`config.mk`:
```
export PLATFORM = sky130hd
export DESIGN_NAME = seg7_frame_decoder
export DESIGN_NICKNAME = d
export VERILOG_FILES = /design/src/rtl/seg7_frame_decoder.sv
export SDC_FILE = /design/constraint.sdc
export NUM_CORES = 1
export LEC_CHECK = 0
export CAP_MARGIN = 10
export CORE_ASPECT_RATIO = 0.6
export CORE_MARGIN = 2
export CORE_UTILIZATION = 50
export DETAILED_ROUTE_END_ITERATION = 7
export PLACE_DENSITY = 0.74
export SYNTH_ARGS = -nofsm -noshare
export SYNTH_HDL_FRONTEND = slang
export SYNTH_SLANG_ARGS = --single-unit
```
`constraint.sdc`:
```
create_clock -name CLOCK_50 -period 2.7 [get_ports CLOCK_50]
set_input_delay 0.54 -clock CLOCK_50 [delete_from_list [all_inputs] [get_ports CLOCK_50]]
set_output_delay 0.54 -clock CLOCK_50 [all_outputs]
set_load 0.01 [all_outputs]
```
`src/rtl/seg7_frame_decoder.sv`:
```
// seg7_frame_decoder: samples three active-low 7-segment digit buses, filters
// glitches, decodes each digit back to its 2-bit char code and tracks which
// rotation of the word "dE1" is on display.
// Optional feature macro: SEG_BAD_COUNT_EN adds the bad_cnt output.
module seg7_frame_decoder #(
   parameter int unsigned STABLE_CYCLES = 4,
   parameter int unsigned STEP_W        = 8
) (
   input  logic              CLOCK_50,
   input  logic              Resetn,
   input  logic              clr,
   input  logic [0:6]        hex2,
   input  logic [0:6]        hex1,
   input  logic [0:6]        hex0,
   output logic              frame_valid,
   output logic [1:0]        char2,
   output logic [1:0]        char1,
   output logic [1:0]        char0,
   output logic              bad_frame,
   output logic [1:0]        rot_idx,
   output logic              word_ok,
   output logic [STEP_W-1:0] steps,
`ifdef SEG_BAD_COUNT_EN
   output logic              err_sticky,
   output logic [7:0]        bad_cnt
`else
   output logic              err_sticky
`endif
);

   localparam int unsigned CNT_W   = $clog2(STABLE_CYCLES + 1);
   localparam int unsigned SEG_W   = 7;
   localparam int unsigned FRAME_W = 3 * SEG_W;

   // Segment patterns in a..g order, active-low
   localparam logic [SEG_W-1:0] SEG_D     = 7'b1000010;
   localparam logic [SEG_W-1:0] SEG_E     = 7'b0110000;
   localparam logic [SEG_W-1:0] SEG_ONE   = 7'b1001111;
   localparam logic [SEG_W-1:0] SEG_BLANK = 7'b1111111;

   localparam logic [1:0] ROT_NONE = 2'd3;

   // Returns {invalid, code}; unknown patterns read as blank and flag invalid
   function automatic logic [2:0] seg_decode(input logic [SEG_W-1:0] seg);
      logic [2:0] res;
      case (seg)
         SEG_D:     res = 3'b0_00;
         SEG_E:     res = 3'b0_01;
         SEG_ONE:   res = 3'b0_10;
         SEG_BLANK: res = 3'b0_11;
         default:   res = 3'b1_11;
      endcase
      return res;
   endfunction

   logic [FRAME_W-1:0] sample_c;
   logic [FRAME_W-1:0] s;
   logic [FRAME_W-1:0] last_raw;
   logic [CNT_W-1:0]   stab_cnt;
   logic [1:0]         prev_rot;

   logic [2:0] dec2;
   logic [2:0] dec1;
   logic [2:0] dec0;
   logic [1:0] rot_nxt;
   logic       bad_nxt;
   logic       accept;
   logic       both_valid;
   logic       in_order;
   logic       out_of_order;

   assign sample_c = {hex2, hex1, hex0};

   // Decode the filtered sample and classify it against the previous rotation
   always_comb begin
      dec2         = seg_decode(s[FRAME_W-1 -: SEG_W]);
      dec1         = seg_decode(s[2*SEG_W-1 -: SEG_W]);
      dec0         = seg_decode(s[SEG_W-1 -: SEG_W]);
      rot_nxt      = ROT_NONE;
      case ({dec2[1:0], dec1[1:0], dec0[1:0]})
         6'b00_01_10: rot_nxt = 2'd0;
         6'b01_10_00: rot_nxt = 2'd1;
         6'b10_00_01: rot_nxt = 2'd2;
         default:     rot_nxt = ROT_NONE;
      endcase
      bad_nxt      = dec2[2] | dec1[2] | dec0[2];
      accept       = (stab_cnt == CNT_W'(STABLE_CYCLES)) && (s != last_raw);
      both_valid   = (rot_nxt != ROT_NONE) && (prev_rot != ROT_NONE);
      in_order     = both_valid &&
                     (rot_nxt == ((prev_rot == 2'd2) ? 2'd0 : prev_rot + 2'd1));
      out_of_order = both_valid && !in_order;
   end

   // Register the raw buses and count how long they have been unchanged
   always_ff @(posedge CLOCK_50 or negedge Resetn) begin
      if (!Resetn) begin
         s        <= '1;
         stab_cnt <= '0;
      end else begin
         s <= sample_c;
         if (sample_c != s) begin
            stab_cnt <= '0;
         end else if (stab_cnt != CNT_W'(STABLE_CYCLES)) begin
            stab_cnt <= stab_cnt + CNT_W'(1);
         end
      end
   end

   // Publish a newly accepted frame; last_raw starts blank so an idle display stays quiet
   always_ff @(posedge CLOCK_50 or negedge Resetn) begin
      if (!Resetn) begin
         last_raw    <= '1;
         frame_valid <= 1'b0;
         char2       <= 2'b11;
         char1       <= 2'b11;
         char0       <= 2'b11;
         bad_frame   <= 1'b0;
         rot_idx     <= ROT_NONE;
         word_ok     <= 1'b0;
         prev_rot    <= ROT_NONE;
      end else begin
         frame_valid <= accept;
         if (accept) begin
            last_raw  <= s;
            char2     <= dec2[1:0];
            char1     <= dec1[1:0];
            char0     <= dec0[1:0];
            bad_frame <= bad_nxt;
            rot_idx   <= rot_nxt;
            word_ok   <= (rot_nxt != ROT_NONE);
            prev_rot  <= rot_nxt;
         end
      end
   end

   // Step counter and sticky error; clr overrides same-cycle updates
   always_ff @(posedge CLOCK_50 or negedge Resetn) begin
      if (!Resetn) begin
         steps      <= '0;
         err_sticky <= 1'b0;
      end else if (clr) begin
         steps      <= '0;
         err_sticky <= 1'b0;
      end else if (accept) begin
         if (in_order && (steps != {STEP_W{1'b1}})) begin
            steps <= steps + STEP_W'(1);
         end
         if (bad_nxt || out_of_order) begin
            err_sticky <= 1'b1;
         end
      end
   end

`ifdef SEG_BAD_COUNT_EN
   // Saturating count of accepted frames containing an unknown digit
   always_ff @(posedge CLOCK_50 or negedge Resetn) begin
      if (!Resetn) begin
         bad_cnt <= '0;
      end else if (clr) begin
         bad_cnt <= '0;
      end else if (accept && bad_nxt && (bad_cnt != 8'hFF)) begin
         bad_cnt <= bad_cnt + 8'(1);
      end
   end
`endif

endmodule

```
# Word-level counts from Yosys, hierarchy flattened
# Cells that the tools add are included.
[word_totals] output_inout_bits=20 ff_bits=65 elab_cells=67 in_bits=24
[classes] muxes=13 n_eq_ne=24 n_bitwise=2 n_reduce_logical=13 n_addsub=3
[ops] op="7-bit == test (second input constant)" n=9
[ops] op="21-bit inequality test" n=2
[ops] op="3-bit case mux with 4 select lines" n=3
[ops] op="8-bit two-way mux" n=3
[ops] op="7-bit by 6-bit == test with 1-bit output (second input constant)" n=3
[ops] op="8-bit by 1-bit adder with 8-bit output (second input constant)" n=1
[ops] op="8-bit inequality test (second input constant)" n=1
[ops] op="2-bit nonzero test" n=4
[ops] op="6-bit by 3-bit == test with 1-bit output (second input constant)" n=1
[ops] op="6-bit by 5-bit == test with 1-bit output (second input constant)" n=1
[ops] op="6-bit == test (second input constant)" n=1
[ops] op="3-bit two-way mux" n=2
[ops] op="2-bit case mux with 3 select lines" n=1
[ops] op="1-bit logical AND" n=5
[ops] op="2-bit inequality test (second input constant)" n=2
[ops] op="2-bit AND reduction" n=2
[ops] op="3-bit by 1-bit adder with 3-bit output (second input constant)" n=1
[ops] op="3-bit == test (second input constant)" n=1
[ops] op="1-bit two-way mux" n=3
[ops] op="3-bit inequality test (second input constant)" n=1
[ops] op="2-bit by 1-bit adder with 2-bit output (second input constant)" n=1
[ops] op="2-bit == test" n=1
[ops] op="2-bit == test (second input constant)" n=1
[ops] op="2-bit two-way mux" n=1
[ops] op="other kinds (3)" n=4

# Depth between registers and ports, before layout
# Gate-level depths: netlist (run 1).
[depth] ltp_word=13 mapped_depth=10 mapped_depth_nobuf=8

# Worst setup path after synthesis (run 1)
# OpenSTA, ideal clock, no wires.
[synth_path] path_type="flip-flop to flip-flop" from="register s[1]" to="register steps[4]" n_path_buf=2 setup_time_ns=0.125 path_slack_ns=-0.104 arrival_ns=2.679 required_time_ns=2.575 path_stages_with_launch=11 synth_period_minus_slack_ns=2.804 cell_sequence="dfstp_2 buf_2 and4bb_1 o21ai_2 or4b_4 a21oi_4 and3_1 a211oi_2 buf_6 nor3_1 mux2_2"
[synth_between] elab_chain_len=10 elab_cells_between_ends=19 cone_classes="eq/ne (10); mux (2); reduce/logical (7)"
[synth_lines] item="start: declaration" line="57" rtl="logic [FRAME_W-1:0] s;"
[synth_lines] item="start signal: assignment" line="100" rtl="s <= sample_c;"
[synth_lines] item="7-bit == test / 7-bit by 6-bit == test with 1-bit output (equally long branches)" line="46" rtl="case (seg)"
[synth_lines] item="3-bit case mux with 4 select lines" line="46"
[synth_lines] item="6-bit == test (tied with other cells)" line="80" rtl="case ({dec2[1:0], dec1[1:0], dec0[1:0]})"
[synth_lines] item="2-bit case mux with 3 select lines" line="80"
[synth_lines] item="2-bit inequality test" line="88" rtl="both_valid = (rot_nxt != ROT_NONE) && (prev_rot != ROT_NONE);"
[synth_lines] item="1-bit logical AND" line="88"
[synth_lines] item="1-bit logical AND" line="89" rtl="in_order = both_valid &&"
[synth_lines] item="1-bit logical AND" line="145" rtl="if (in_order && (steps != {STEP_W{1'b1}})) begin"
[synth_lines] item="2-bit nonzero test (no line)"
[synth_lines] item="2-bit AND reduction (no line) *"
[synth_lines] item="end signal: assignment" line="146" rtl="steps <= steps + STEP_W'(1);"
[synth_lines] item="end: declaration" line="22" rtl="output logic [STEP_W-1:0] steps,"
# Mark *: on every way between the ends. The rest lies on a longest branch, timed or not.
# A chain may end at the register's enable or synchronous reset.

# Final worst setup path (run 1)
[layout_path] from="register s[11]" to="register steps[2]"
# The elaborated chain is that of the path after synthesis.

==> results of run 1 <==
per-layer routing:
metal	up-vias	wire length (microns)
met5	-	0
met4	0	107
met3	10	350
met2	53	3650
met1	1314	4100
li1	1205	-
final timing paths:
| kind | endpoint | slack (ns) | startpoint |
|---|---|---|---|
| setup reg to reg | steps[2]$_DFFE_PN0P_ | 0.01 | s[11]$_DFF_PN1_ |
| setup / recovery | steps[2]$_DFFE_PN0P_ | 0.01 | s[11]$_DFF_PN1_ |
| max in group asynchronous | last_raw[10]$_DFFE_PN1P_ | 1.77 | Resetn |
| hold reg to reg | bad_frame$_DFFE_PN0P_ | 0.53 | bad_frame$_DFFE_PN0P_ |
| min in group CLOCK_50 | bad_frame$_DFFE_PN0P_ | 0.53 | bad_frame$_DFFE_PN0P_ |
| hold / removal | bad_frame$_DFFE_PN0P_ | 0.22 | Resetn |
synth_stat cells, types with 2 or more instances:
cell and instances:
nand2_1 14, and4bb_1 2, nor2_1 18, dfrtp_1 15
nand4_1 9, buf_2 4, o21ai_0 10, and3_1 6
clkbuf_1 5, a21oi_1 9, nand3_1 11, or3_1 3
xor2_1 8, nor3_1 4, xnor2_1 37, buf_4 2
nor2b_1 2, nor4_1 5, o21ai_2 4, nor4bb_1 4
ha_1 3, inv_1 4, dfstp_2 50, mux2_2 30
nor3b_1 4, a31oi_1 3, or4_1 2
power breakdown:
part	total, W	leakage, nW	internal (W)	switching [W]
Sequential	0.00102	0.729	0.00101	0.0000187
Clock	0.000750	0.0932	0.000379	0.000371
Combinational	0.000191	0.893	0.0000979	0.0000935
Total	0.00197	1.72	0.00148	0.000483
stage by stage:
step | total power [W] | instance area [sq um]
floorplan | 0.00111 | 3400
global placement | 0.00121 | 4100
detailed placement | 0.00122 | 4100
CTS | 0.00197 | 4350
global route | 0.00205 | 4460
finish | 0.00197 | 4460
layout make-up:
class | count | area (sq um)
fill | 522 | 2130
clock inverter | 3 | 15.0
clock buffer | 13 | 159
tap | 87 | 109
multi-input combinational | 210 | 1740
inverter | 4 | 15.0
timing repair buffer | 81 | 734
sequential | 65 | 1690
logic make-up (layout without fill, tap and decap cells):
kind of cell | count (synthesis) | after routing
buffers and inverters | 17 | 101
AND/OR/NAND/NOR | 94 | 94
flip-flops | 65 | 65
multiplexers | 30 | 30
adder cells (fa/ha/maj) | 3 | 3
AO/OA/AOI/OAI | 37 | 38
XOR/XNOR | 45 | 45
timing repair:
action	4_1_cts	5_1_grt
gates cloned	1	0
setup endpoints to repair	6	9
gates resized for setup	8	18
pin swaps	3	9
setup buffers	2	6
endpoints found under the hold margin	0	0
flip-flops by register name, indices dropped and copies added (netlist names):
register and flops:
last_raw 21, word_ok 1, stab_cnt 3, bad_frame 1
steps 8, err_sticky 1, prev_rot 2, s 21
frame_valid 1, char2 2, char1 2, char0 2
==> run_results.csv, run 1 <==
group,metric,value,unit
layout,drive_gt1_frac,0.431,
timing,grt_setup_unrepaired,"yes",
timing,fin_tns_setup,0,ns
worst_setup_path,path_buf_inv,1,
place,dp_hpwl,5670,microns
grt,grt_max_degree,38,
power_and_ir_drop,vdd_drop_max,0.323,mV
cts,cts_tree,"done",
layout,layout_common_cells,"50 x dfstp_2, 42 x clkdlybuf4s50_1, 37 x xnor2_1, 34 x buf_4, 29 x mux2_2",
grt,grtUsageMet3,0.0782,
worst_setup_path,path_delay_family,"simple AND/OR/NAND/NOR gates",
synth,syn_nets,318,
timing,fmax,372,MHz
status,status,"complete, no violations",
synth,muxShareOfSynthArea,0.101,
place,gp_congestion,0.825,
synth,ys.flop_type,"dfstp_2",
floorplan,initial_core_util,0.510,
synth,synth_top_family_by_area,"simple AND/OR/NAND/NOR gates",
route,routed_via_density,5.58,
synth,netlist_instances,291,
cts,htreeDepth,3,
timing,hold_viol_final,0,
power_and_ir_drop,leakagePower,1.72,nW
floorplan,fp-row-count,23,
synth,synth_edf_count,0,
grt,busiest_layer,"met2",
cts,cts_made_buffers,9,
synth,synth_top_area_frac,0.391,
cts,cts_buffer_depth,2,
cts,clkLatencyLatePin,0.36,ns
floorplan,io_pins,44,
worst_setup_path,crit_required,2.98,ns
worst_setup_path,end_kind,"flip-flop",
floorplan,fp.dieH,67.5,microns
place,pre_cts_ws,-0.111,ns
floorplan,core,6590,sq um
timing,fin_skew,0.00972,ns
grt,antenna_found_initial,0,
grt,track_usage,0.245,
grt,met1_usage,0.349,
worst_setup_path,critPathLaunchType,"flip-flop",
cts,path_clk_slew,0.07,ns
timing,worst_pin_slew,0.689,ns
floorplan,die_x,110,microns
worst_setup_path,cp_cell_sequence,"buf_6 > nor4bb_4 > o21a_2 > o2111a_1 > nor2_4 > nor4bb_4 > a211oi_2 > or3_1 > a21oi_1",
timing,setup_viol,0,
synth,netlist_top_cells_area,"dfstp_2 39%, dfrtp_1 11%, mux2_2 10%, xnor2_1 9.6%, xor2_1 2.1%",
synth,synthArstFlopShare,1.00,
layout,utilization,0.677,
worst_setup_path,crit_type,"reg2reg",
route,dr.first_iter.drc_count,103,
worst_setup_path,max_stage_delay,0.55,ns
synth,synth-compound-area-share,0.0752,
synth,syn-cell-area,3360,sq um
timing,fin_crit,2.69,ns
route,drc_errors,0,
synth,yosysTopAreaCell,"dfstp_2",
power_and_ir_drop,powerDensity,440,nW/um^2
place,place_inst,438,
synth,yosys.area_share.xor_xnor,0.117,
layout,layout_commonest_cell,"dfstp_2",
route,ant_nets,0,
worst_setup_path,worstRegToRegCells,9,
worst_setup_path,cp_slowest_cell,"dfstp_2",
layout,antenna_cells_inserted,0,
timing,drv_slew,0,
cts,clock_sinks,65,
grt,met2_usage,0.357,
synth,synth_warnings,0,
route,vias,2582,
worst_setup_path,cp.arrival,2.97,ns
synth,avgSynthCellArea,11.5,sq um
worst_setup_path,cp.depth,9,
floorplan,dieArea,7410,sq um
synth,yosys.area_share.adder,0.0112,
synth,synth_cell_types,50,
synth,ys_seq_elements,65,
timing,slew_headroom,0.541,
layout,finalNonFillerCells,463,
worst_setup_path,cp_max_fo,5,
route,wirelength,8210,microns
timing,timing.final.crit_share,0.996,
run,max_cap_viol_count,0,
timing,worst_slack,0.0111,ns
cts,cts-root-buf,"clkbuf_8",
synth,synth-seq-area-share,0.503,
worst_hold_path,hold_class,"in2async",
cts,cts_hold_buffers,0,
route,drt_first_pass_iters,4,
place,port_buffers,43,
route,wl_per_cell,17.7,microns
grt,grt_pass1_vias,2546,
synth,synth-simple-area-share,0.168,
layout,syn_to_final_growth,32.9,%
layout,nets,398,
grt,grt_pass1_wl,13100,microns
worst_setup_path,cp_common_cell,"nor4bb_4",
timing,whs,0.219,ns
grt,grt-ovfl-total,0,
(Power assumes the default switching activity.)
==> inputs of run 2 (changes only) <==
--- a/config.mk
+++ b/config.mk
@@ -8,9 +8,10 @@
 export CAP_MARGIN = 10
 export CORE_ASPECT_RATIO = 0.6
 export CORE_MARGIN = 2
-export CORE_UTILIZATION = 50
+export CORE_UTILIZATION = 30
 export DETAILED_ROUTE_END_ITERATION = 7
-export PLACE_DENSITY = 0.74
+export HOLD_SLACK_MARGIN = 0.15
+export PLACE_DENSITY = 0.48
 export SYNTH_ARGS = -nofsm -noshare
 export SYNTH_HDL_FRONTEND = slang
 export SYNTH_SLANG_ARGS = --single-unit
==> run_results.csv, run 2 (synthesized netlist as in run 1, its figures left out) <==
group,metric,value,unit
floorplan,fp.dieH,86.0,microns
layout,layout_common_cells,"50 x dfstp_2, 49 x buf_4, 42 x clkdlybuf4s50_1, 37 x xnor2_1, 29 x mux2_2",
power_and_ir_drop,vdd_drop_max,0.312,mV
timing,fin_crit,2.65,ns
route,met2_length,3260,microns
power_and_ir_drop,leakagePower,1.82,nW
floorplan,io_pins,44,
worst_setup_path,cp_max_fo,6,
timing,slew_headroom,0.624,
worst_setup_path,r2r_start,"s[8]$_DFF_PN1_",
timing,setup_viol,0,
timing,drv_slew,0,
grt,grt_pass1_vias,2522,
grt,grt_max_degree,66,
worst_setup_path,critPathLaunchType,"flip-flop",
route,drc_errors,0,
cts,cts-root-buf,"clkbuf_16",
route,wl_met3,389,microns
place,dp_hpwl,6130,microns
status,status,"complete, no violations",
route,dr.first_iter.drc_count,131,
floorplan,fp-row-count,29,
worst_hold_path,hold_class,"in2async",
floorplan,core,10700,sq um
floorplan,initial_core_util,0.313,
floorplan,die_x,141,microns
layout,reg_top3,"last_raw: 21 flops, s: 21 flops, steps: 8 flops",
layout,layout_commonest_cell,"dfstp_2",
run,max_cap_viol_count,0,
timing,fmax,378,MHz
layout,antenna_cells_inserted,0,
route,vias,2549,
timing,fin_skew,0.00384,ns
grt,antenna_found_initial,0,
floorplan,dieArea,12100,sq um
route,routed_via_density,4.82,
worst_setup_path,crit_type,"reg2reg",
cts,clkLatencyLatePin,0.33,ns
timing,worst_pin_slew,0.561,ns
layout,utilization,0.440,
timing,timing.final.crit_share,0.980,
worst_setup_path,worstRegToRegCells,9,
cts,cts_tree,"done",
layout,nets,412,
worst_setup_path,cp_cell_sequence,"and4bb_2 > o21ai_4 > buf_4 > nor4b_4 > nor2_2 > nor4bb_4 > a211oi_4 > nor3_4 > mux2_4",
worst_setup_path,rrSetupSlack,0.05,ns
route,wl_met1,4950,microns
cts,path_clk_slew,0.05,ns
timing,grt_setup_unrepaired,"yes",
route,dr.max_layer_used,"met4",
power_and_ir_drop,powerDensity,503,nW/um^2
cts,cts_buffer_depth,2,
route,drt_first_pass_iters,4,
route,wl_per_cell,16.4,microns
route,ant_nets,0,
place,placed_area,4290,sq um
cts,cts_made_buffers,9,
layout,drive_gt1_frac,0.436,
grt,grt_pass1_wl,13900,microns
worst_setup_path,cp_slowest_cell,"dfstp_2",
worst_setup_path,end_kind,"flip-flop",
worst_setup_path,worstSetupEndpoint,"steps[4]$_DFFE_PN0P_",
worst_setup_path,r2r_end,"steps[4]$_DFFE_PN0P_",
place,port_buffers,43,
layout,final_area,4730,sq um
grt,track_usage,0.153,
route,wirelength,8690,microns
place,gp_congestion,0.815,
layout,final.fill_count,1006,
worst_setup_path,crit_required,2.92,ns
layout,syn_to_final_growth,40.7,%
worst_setup_path,cp.arrival,2.86,ns
timing,hold_viol_final,0,
grt,grt-ovfl-total,0,
cts,clock_sinks,65,
worst_setup_path,max_stage_delay,0.55,ns
worst_setup_path,startpoint,"s[8]$_DFF_PN1_",
cts,htreeDepth,3,
run 2: cell count changes in the layout (fill, tap and decap cells not counted), sizes merged:
cell / change
buf: +14
clkinv: -1
bufinv: +1
run 2: per-stage QoR:
stage	hold WS, ns	TNS (ns)	setup slack (ns)	instances	power, W
after floorplan	0.244	0	0.000308	291	0.00111
after global placement	0.501	-0.173	-0.0588	506	0.00124
after detailed placement	0.512	-0.630	-0.136	506	0.00123
after CTS	0.235	0	0.0112	524	0.00241
after global routing	0.256	-0.0736	-0.0373	529	0.00248
final	0.237	0	0.0529	529	0.00238
run 2: how the worst min path moves through the flow:
| stage | cells after the start | to | start |
|---|---|---|---|
| after floorplan | 0 | bad_frame$_DFFE_PN0P_ | Resetn |
| after global placement | 1 | bad_frame$_DFFE_PN0P_ | bad_frame$_DFFE_PN0P_ |
| after detailed placement | 2 | char1[1]$_DFFE_PN1P_ | char1[1]$_DFFE_PN1P_ |
| after CTS | 2 | bad_frame$_DFFE_PN0P_ | Resetn |
| after global routing | 2 | frame_valid$_DFF_PN0_ | Resetn |
| final | 2 | frame_valid$_DFF_PN0_ | Resetn |
run 2: critical path, delay by kind of cell, from the launching register on:
family	cells	cell delay, ns
buffers and inverters	1	0.16
muxes	1	0.31
AOI/OAI and AO/OA	2	0.24
DFF	1	0.55
and+or+nand+nor	5	1.28
run 2: what timing repair did:
| item | in CTS | in global routing |
|---|---|---|
| gates resized for setup | 6 | 12 |
| gates cloned | 1 | 0 |
| setup buffers | 1 | 5 |
| pin swaps | 3 | 12 |
| hold buffers | 0 | 0 |
| endpoints found under the setup margin | 6 | 9 |
run 2: layer usage:
metal / up-vias / GRT usage
met5: - / 0
met4: 0 / 0.0427
met3: 10 / 0.0475
met2: 52 / 0.193
met1: 1252 / 0.242
li1: 1235 / -
run 2: final cells by class:
cell class                 count  area, sq um  area share
sequential                    65         1690       0.357
inverter                       4         15.0     0.00318
timing repair buffer          95          836       0.177
multi-input combinational    210         1720       0.364
clock buffer                  13          250      0.0529
tap                          139          174      0.0368
clock inverter                 3         40.0     0.00847
run 2: power by group:
group	switching (W)	internal [W]
registers	0.0000174	0.00101
logic	0.0000944	0.000106
clock network	0.000418	0.000737
total	0.000530	0.00185
==> inputs of run 3 (changes only) <==
--- a/config.mk
+++ b/config.mk
@@ -10,6 +10,7 @@
 export CORE_MARGIN = 2
 export CORE_UTILIZATION = 30
 export DETAILED_ROUTE_END_ITERATION = 7
+export GPL_TIMING_DRIVEN = 1
 export HOLD_SLACK_MARGIN = 0.15
 export PLACE_DENSITY = 0.48
 export SYNTH_ARGS = -nofsm -noshare
==> results of run 3 <==
No change in the layout: final DEF, timing and power equal those of run 2.
